<file path="src/rtl/i2s_mic_capture.sv">
// I2S master receiver for an INMP441-class MEMS microphone: generates SCK/WS, deserialises SD
// MSB-first and writes each captured sample to the downstream FIFO. Define STEREO_CAPTURE_EN to capture both slots.
module i2s_mic_capture #(
  parameter int CLK_DIV      = 16,
  parameter int SLOT_BITS    = 32,
  parameter int SAMPLE_WIDTH = 24
) (
  input  logic                    clk,
  input  logic                    rst_n,
  input  logic                    enable_i,
  output logic                    i2s_sck_o,
  output logic                    i2s_ws_o,
  input  logic                    i2s_sd_i,
  input  logic                    fifo_full_i,
  output logic                    wr_en_o,
  output logic [SAMPLE_WIDTH-1:0] write_data_o,
  output logic                    overflow_o,
  input  logic                    overflow_clr_i
);

  localparam int DIV_W = $clog2(CLK_DIV);
  localparam int BIT_W = (SLOT_BITS > 1) ? $clog2(SLOT_BITS) : 1;
  localparam logic [DIV_W-1:0] DIV_LAST   = DIV_W'(CLK_DIV - 1);
  localparam logic [BIT_W-1:0] BIT_LAST   = BIT_W'(SLOT_BITS - 1);
  localparam logic [BIT_W-1:0] BIT_SAMPLE = BIT_W'(SAMPLE_WIDTH);

  logic [DIV_W-1:0]        div_cnt_reg;
  logic [BIT_W-1:0]        bit_cnt_reg;
  logic                    sck_reg;
  logic                    ws_reg;
  logic [SAMPLE_WIDTH-1:0] shift_reg;
  logic                    done_reg;
  logic                    wr_en_reg;
  logic [SAMPLE_WIDTH-1:0] write_data_reg;
  logic                    overflow_reg;
  logic                    sd_meta_reg;
  logic                    sd_sync_reg;

  logic                    div_wrap;
  logic                    rise_evt;
  logic                    fall_evt;
  logic                    bit_in_sample;
  logic                    slot_captured;
  logic                    write_go;
  logic [SAMPLE_WIDTH:0]   shift_ext;

`ifdef STEREO_CAPTURE_EN
  assign slot_captured = 1'b1;
`else
  assign slot_captured = ~ws_reg;
`endif

  assign div_wrap      = enable_i && (div_cnt_reg == DIV_LAST);
  assign rise_evt      = div_wrap && !sck_reg;
  assign fall_evt      = div_wrap && sck_reg;
  // Bit 0 of every slot is the I2S one-bit delay and carries no sample data.
  assign bit_in_sample = (bit_cnt_reg != '0) && (bit_cnt_reg <= BIT_SAMPLE);
  assign shift_ext     = {shift_reg, sd_sync_reg};
  assign write_go      = enable_i && done_reg;

  always_ff @(posedge clk) begin
    if (!rst_n) begin
      sd_meta_reg <= 1'b0;
      sd_sync_reg <= 1'b0;
    end else begin
      sd_meta_reg <= i2s_sd_i;
      sd_sync_reg <= sd_meta_reg;
    end
  end

  always_ff @(posedge clk) begin
    if (!rst_n || !enable_i) begin
      div_cnt_reg <= '0;
      bit_cnt_reg <= '0;
      sck_reg     <= 1'b0;
      ws_reg      <= 1'b0;
      shift_reg   <= '0;
      done_reg    <= 1'b0;
    end else begin
      div_cnt_reg <= div_wrap ? '0 : div_cnt_reg + 1'b1;
      if (div_wrap) begin
        sck_reg <= ~sck_reg;
      end
      if (fall_evt) begin
        if (bit_cnt_reg == BIT_LAST) begin
          bit_cnt_reg <= '0;
          ws_reg      <= ~ws_reg;
        end else begin
          bit_cnt_reg <= bit_cnt_reg + 1'b1;
        end
      end
      if (rise_evt && bit_in_sample) begin
        shift_reg <= shift_ext[SAMPLE_WIDTH-1:0];
      end
      done_reg <= rise_evt && (bit_cnt_reg == BIT_SAMPLE) && slot_captured;
    end
  end

  // Write-side state survives enable_i=0 so the last sample and the drop flag stay visible.
  always_ff @(posedge clk) begin
    if (!rst_n) begin
      wr_en_reg      <= 1'b0;
      write_data_reg <= '0;
      overflow_reg   <= 1'b0;
    end else begin
      wr_en_reg <= write_go && !fifo_full_i;
      if (write_go && !fifo_full_i) begin
        write_data_reg <= shift_reg;
      end
      if (write_go && fifo_full_i) begin
        overflow_reg <= 1'b1;
      end else if (overflow_clr_i) begin
        overflow_reg <= 1'b0;
      end
    end
  end

  assign i2s_sck_o    = sck_reg;
  assign i2s_ws_o     = ws_reg;
  assign wr_en_o      = wr_en_reg;
  assign write_data_o = write_data_reg;
  assign overflow_o   = overflow_reg;

endmodule

</file>
<file path="config.mk">
export PLATFORM = sky130hd
export DESIGN_NAME = i2s_mic_capture
export DESIGN_NICKNAME = d
export VERILOG_FILES = /design/src/rtl/i2s_mic_capture.sv
export SDC_FILE = /design/constraint.sdc
export NUM_CORES = 1
export LEC_CHECK = 0
export CAP_MARGIN = 20
export CORE_MARGIN = 2
export CORE_UTILIZATION = 48
export CTS_CLUSTER_SIZE = 16
export DETAILED_ROUTE_END_ITERATION = 12
export PLACE_DENSITY = 0.73
export SYNTH_ARGS = -nofsm -noshare
export SYNTH_HDL_FRONTEND = slang
export SYNTH_SLANG_ARGS = --single-unit
</file>
<file path="constraint.sdc">
create_clock -name clk -period 1.85 [get_ports clk]
set_input_delay 0.4625 -clock clk [delete_from_list [all_inputs] [get_ports clk]]
set_output_delay 0.4625 -clock clk [all_outputs]
set_load 0.02 [all_outputs]
</file>
==> qor.csv, run 1 <==
metric,value,unit
status,finished clean,
power consumption,2766,µW
Root Driver,clkbuf_8,
Stages on worst setup path,6,
final wirelength,5.000,mm
Slew @ Worst Pin,0.5381,ns
First-pass DRT Iterations,4,
Netlist cell types,34,
Slew Limit Headroom,0.6362,
dpl cells,367,
final-stage net count,318,
Finished Layout Cells,383,
Seq cells post-synth,64,
largest net degree at the start of global routing,29,
H-tree depth,3,
Die X,75.90,µm
Tcrit/Tclk final,0.9679,
height of the die,75.90,µm
PD cells,854.8,mW/mm²
Final Hold Violating Endpoints,0,
drt drc,0,
Layout Skew,0.009047,ns
Util after Layout,0.6417,
Leak,0.001117,µW
antenna violation net count after detailed routing,0,
WL per Instance,13.05,µm
maximum clock rate,558.5,MHz
Crit. Startpoint,bit_cnt_reg[1],
layout cells sized above 1,0.1470,
final worst path period need,1.791,ns
gr usage total,0.1904,
vias in the first global route,1840,
crit path cell chain,ha_4 > and3_1 > ha_2 > inv_1 > or4_2 > a21oi_2,
initial core utilization,0.4921,
internal reg-to-reg setup slack,0.06,ns
Final Setup Violations,0,
worst setup path class,reg2reg,
num rows,26,
Cells after Synth,260,
Yosys warnings,0,
RR Endpoint,i2s_ws_o,
DPL Wire Length,3.239,mm
# port buffers,33,
hold crit path type,reg2reg,
# Post-CTS Setup Buffers,0,
synthesis-to-finish area growth,30.41,%
Top delay family on crit path,simple AND/OR/NAND/NOR gates,
max cap viols,0,
Die ar.,0.005760,mm²
Synth Net Count,270,
CP Data Required Time,2.13,ns
diodes inserted,0,
io pins,34,
RSZ-0062 raised after global routing,true,
CP endpoint kind,flip-flop,
slowest cell delay on critical path,0.63,ns
arrival time at the worst endpoint,2.07,ns
Syn Std Cell Area,0.002481,mm²
syn avg cell area,9.543,µm²
CP endpoint,i2s_ws_o,
CP Max Fanout,4,
fillcell total,441,
startpoint types,flip-flop,
grt ovf,0,
Hold Buf Count CTS,0,
final max-slew violation count,0,
Core Area,0.005042,mm²
Critical R2R Launch,bit_cnt_reg[1],
WP buf/inv,1,
worst vdd ir,615.6,µV
Max Root-Sink Buffers,2,
Clock Pin Slew Worst Setup and Hold Paths,0.08,ns
Worst R2R Path Depth,6,
global-route wire length before repair,8.100,mm
Crit-path slowest cell,or4_2,
DR iter-0 viols,98,
Vias/cell,5.099,
CTS tree,built,
worst-skew pair later-pin latency,0.34,ns
gpl congestion,0.8296,
CTS sink cnt,64,
CTS buffer count,9,
initial antenna violation count,0,
Vias,1953,
hold path depth,1,
register area share after synthesis,0.5164,
## routing by layer
metal  GRT usage  wire [µm]  part of all wire  vias up
li1            -          -                 -      974
met1      0.2249       2249              0.45      929
met2      0.3103       2428              0.49       45
met3     0.07672        292             0.058        5
met4     0.07212         29            0.0058        0
met5           0          0                 0        -
## worst register-to-register path, stage by stage (launching register included)
cell	delay [ns]
dfxtp_2	0.39
ha_4	0.15
and3_1	0.15
ha_2	0.18
inv_1	0.06
or4_2	0.64
a21oi_2	0.17
## worst min path at each step
stage,endpoint,startpoint,slack [ns]
after global routing,sd_sync_reg,sd_meta_reg,0.46
after CTS,sd_sync_reg,sd_meta_reg,0.44
after detailed placement,sd_sync_reg,sd_meta_reg,0.42
after global placement,sd_sync_reg,sd_meta_reg,0.42
final,sd_sync_reg,sd_meta_reg,0.44
after floorplan,sd_sync_reg,sd_meta_reg,0.41
## kinds of logic (layout without fill, tap and decap cells)
group / count (synthesis) / in the layout / synth area share
simple gates: 105 / 105 / 0.1982
flops: 64 / 64 / 0.5164
compound gates: 41 / 41 / 0.1241
mux: 24 / 24 / 0.09682
buf+inv: 20 / 73 / 0.03731
fa+ha+maj: 4 / 4 / 0.02017
xor+xnor: 2 / 2 / 0.007061
## report_power, final
group | switching [µW] | internal, µW | total, µW
clock | 564 | 760 | 1320
combinational | 30.1 | 28.2 | 58.3
sequential | 2.78 | 1380 | 1380
## through the flow
step,worst slack [ns],cell area [µm²],TNS [ns],hold slack (ns)
after floorplan,0.08953,2481,0,0.4119
after global placement,-0.1721,2993,-4.524,0.4178
after global routing,0.001945,3236,0,0.4626
final,0.05935,3236,0,0.4427
after detailed placement,-0.2404,2993,-6.265,0.4221
after CTS,0.02084,3213,0,0.4397
## final cells by class
cell class,count,area [µm²],area share
Clock buffer,9,123.9,0.03828
Clock inverter,7,95.09,0.02939
Inverter,5,18.77,0.005800
Multi-Input combinational cell,176,1126,0.3480
Sequential cell,64,1284,0.3968
Tap cell,70,87.58,0.02707
Timing Repair Buffer,52,500.5,0.1547
## cell usage after synthesis
cell	n	area share
a2111oi_4	1	0.011
a21boi_0	25	0.076
a21oi_1	6	0.012
a32o_1	2	0.0081
and2_1	4	0.010
and2_2	1	0.0030
and3_1	3	0.0076
and3b_1	1	0.0035
and4_2	1	0.0040
buf_2	1	0.0020
buf_6	2	0.0091
clkbuf_1	11	0.017
clkbuf_2	1	0.0020
dfxtp_1	64	0.52
ha_1	4	0.020
inv_1	5	0.0076
mux2i_1	24	0.097
nand2_1	75	0.11
nand2b_1	2	0.0050
nand3_1	4	0.0081
nand3b_1	1	0.0030
nand4_1	1	0.0025
nand4_4	1	0.0086
nand4b_1	1	0.0035
nor2_1	3	0.0045
nor3_1	2	0.0040
nor3b_1	2	0.0060
nor4b_1	1	0.0035
o211ai_1	2	0.0060
o21ai_0	4	0.0081
o31ai_1	1	0.0030
or4_2	1	0.0035
or4b_2	1	0.0040
xnor2_1	2	0.0071
## layout by cell type (no fill, tap or decap), types with 2 or more instances in the layout
master,count
nand2_1,75
dfxtp_1,62
clkdlybuf4s50_1,32
a21boi_0,25
mux2i_1,24
buf_4,17
clkbuf_8,9
inv_1,5
a21oi_1,5
and2_1,4
nand3_1,4
o21ai_0,4
and3_1,3
nor2_1,3
o211ai_1,2
nor3_1,2
nor3b_1,2
a32o_1,2
nand2b_1,2
xnor2_1,2
ha_1,2
dfxtp_2,2
clkinv_2,2
bufinv_16,2
buf_12,2
## repair_timing
item | 4_1_cts | 5_1_grt
endpoints found under the hold margin | 0 | 0
resized for setup | 1 | 6
endpoints found under the setup margin | 1 | 4
Power figures use the tool's default switching activity.
==> run 2: changes to the inputs <==
==> constraint.sdc (replaced) <==
create_clock -name clk -period 1.5 [get_ports clk]
set_input_delay 0.375 -clock clk [delete_from_list [all_inputs] [get_ports clk]]
set_output_delay 0.375 -clock clk [all_outputs]
set_load 0.02 [all_outputs]
==> run 2 against run 1 <==
  * The flow now finishes with violations (negative setup slack)
  * First-iteration DRC count down 17%
  * Worst hold slack worse by 0.0064 ns
  * Clock skew about the same
  * Sequential cell count unchanged
  * Register-to-register slack worse by 0.11 ns
  * Combinational power up 29%
  * Sequential share of layout area down 1.8 points
  * Global-route usage down 0.97 points
  * Core utilization up 3.2 points
==> qor.csv, run 2 (same netlist as run 1, synthesis figures left out) <==
metric,value,unit,change
arrival time at the worst endpoint,1.81,ns,was 2.07 ns
WL per Instance,11.95,µm,was 13.05 µm
Tcrit/Tclk final,1.036,,was 0.9679
diodes inserted,0,,unchanged
hold path depth,1,,unchanged
Reg area,0.001287,mm²,was 0.001284 mm²
First-pass DRT Iterations,5,,was 4
Max Root-Sink Buffers,2,,unchanged
failing checks,negative setup slack,,
Slew @ Worst Pin,0.2625,ns,was 0.5381 ns
CTS sink cnt,64,,unchanged
startpoint types,flip-flop,,unchanged
CTS tree,built,,unchanged
DPL Wire Length,3.146,mm,was 3.239 mm
Final Setup Violations,12,,was 0
worst-skew pair later-pin latency,0.34,ns,about the same
worst setup path class,reg2reg,,unchanged
Util after Layout,0.6734,,was 0.6417
CP Max Fanout,6,,was 4
RSZ-0062 raised after global routing,true,,unchanged
num rows,26,,unchanged
gpl congestion,0.8323,,was 0.8296
worst vdd ir,701.7,µV,was 615.6 µV
Die ar.,0.005760,mm²,unchanged
synthesis-to-finish area growth,36.86,%,was 30.41%
CP Data Required Time,1.75,ns,was 2.13 ns
final wirelength,4.710,mm,was 5.000 mm
Layout Skew,0.009037,ns,was 0.009047 ns
Vias,1957,,"was 1,953"
most frequent cells in the layout,"75 x nand2_1, 59 x dfxtp_1, 29 x dlygate4sd2_1, 25 x a21boi_0, 24 x mux2i_1",,"was 75 x nand2_1, 62 x dfxtp_1, 32 x clkdlybuf4s50_1, 25 x a21boi_0, 24 x mux2i_1"
global-route wire length before repair,7.783,mm,was 8.100 mm
H-tree depth,3,,unchanged
status,"finished, violations left",,was finished clean
Clock Pin Slew Worst Setup and Hold Paths,0.07,ns,was 0.08 ns
initial core utilization,0.4921,,unchanged
final worst path period need,1.554,ns,was 1.791 ns
Slew Limit Headroom,0.8239,,was 0.6362
CP endpoint kind,flip-flop,,unchanged
Root Driver,clkbuf_8,,unchanged
Core Area,0.005042,mm²,unchanged
Final Hold Violating Endpoints,0,,unchanged
layout cells sized above 1,0.2160,,was 0.1470
drt drc,0,,unchanged
power consumption,3386,µW,was 2766 µW
max cap viols,0,,unchanged
CTS buffer count,9,,unchanged
hold crit path type,reg2reg,,unchanged
# port buffers,33,,unchanged
maximum clock rate,643.5,MHz,was 558.5 MHz
height of the die,75.90,µm,unchanged
grt ovf,0,,unchanged
"leading cell type in the layout, fill and taps excluded",nand2_1,,unchanged
antenna violation net count after detailed routing,0,,unchanged
DR iter-0 viols,81,,was 98
io pins,34,,unchanged
final max-slew violation count,0,,unchanged
fillcell total,421,,was 441
Worst R2R Path Depth,6,,unchanged
min setup slack post-route,-0.05389,ns,was 0.05935 ns
vias in the first global route,1753,,"was 1,840"
final-stage net count,329,,was 318
area of the multi-input gates,0.001191,mm²,was 0.001126 mm²
internal reg-to-reg setup slack,-0.05,ns,was 0.06 ns
gr usage total,0.1807,,was 0.1904
largest net degree at the start of global routing,30,,was 29
pre-CTS setup slack,-0.5274,ns,was -0.2404 ns
setup TNS,-0.1758,ns,was 0 ns
PD cells,997.1,mW/mm²,was 854.8 mW/mm²
initial antenna violation count,0,,unchanged
Vias/cell,4.967,,was 5.099
Die X,75.90,µm,unchanged
Leak,0.001320,µW,was 0.001117 µW
[run 2: per-stage QoR]
| stage | instance area, µm² | hold slack [ns] | instances |
|---|---|---|---|
| CTS | 3372 | 0.4332 | 394 |
| finish | 3396 | 0.4363 | 394 |
| floorplan | 2527 | 0.4119 | 260 |
| global placement | 3090 | 0.4267 | 375 |
| detailed placement | 3090 | 0.4169 | 375 |
| global route | 3396 | 0.4825 | 394 |
[run 2: what timing repair did]
| item | in CTS | in global routing |
|---|---|---|
| endpoints found under the hold margin | 0 | 0 |
| pin swaps | 5 | 3 |
| hold buffers | 0 | 0 |
| resized for setup | 45 | 5 |
| setup buffers | 1 | 0 |
| setup endpoints to repair | 54 | 28 |
| gates cloned | 2 | 0 |
[run 2: layout make-up]
type,instances,area share
clock buffers,9,0.03648
inverters,5,0.005527
well taps,70,0.02579
multi-input cells,176,0.3508
clock inverters,7,0.02837
repair buffers,63,0.1739
flip-flops and latches,64,0.3791
[run 2: final timing paths]
kind / startpoint / endpoint
setup / recovery: div_cnt_reg[1] / shift_reg[18]
hold / removal: sd_meta_reg / sd_sync_reg
setup reg to reg: div_cnt_reg[1] / shift_reg[18]
hold reg to reg: sd_meta_reg / sd_sync_reg
[run 2: worst max-delay path, stage by stage (launching register included)]
cell       delay, ns
dfxtp_2         0.35
ha_4            0.15
nand4_4         0.12
a2111oi_4       0.31
buf_6           0.20
buf_8           0.14
mux2i_1         0.21
[run 2: where the power goes]
| group | total [µW] | internal, µW | switching [µW] |
|---|---|---|---|
| Clock | 1600 | 937 | 667 |
| Combinational | 75.3 | 39.1 | 36.2 |
| Sequential | 1710 | 1700 | 2.98 |
| Total | 3390 | 2680 | 706 |
[run 2: routing by layer]
layer	vias to the layer above	wire length, µm	track usage
li1	1004	-	-
met1	910	2287	0.2403
met2	32	2167	0.2749
met3	11	153	0.03571
met4	0	101	0.09942
met5	-	0	0
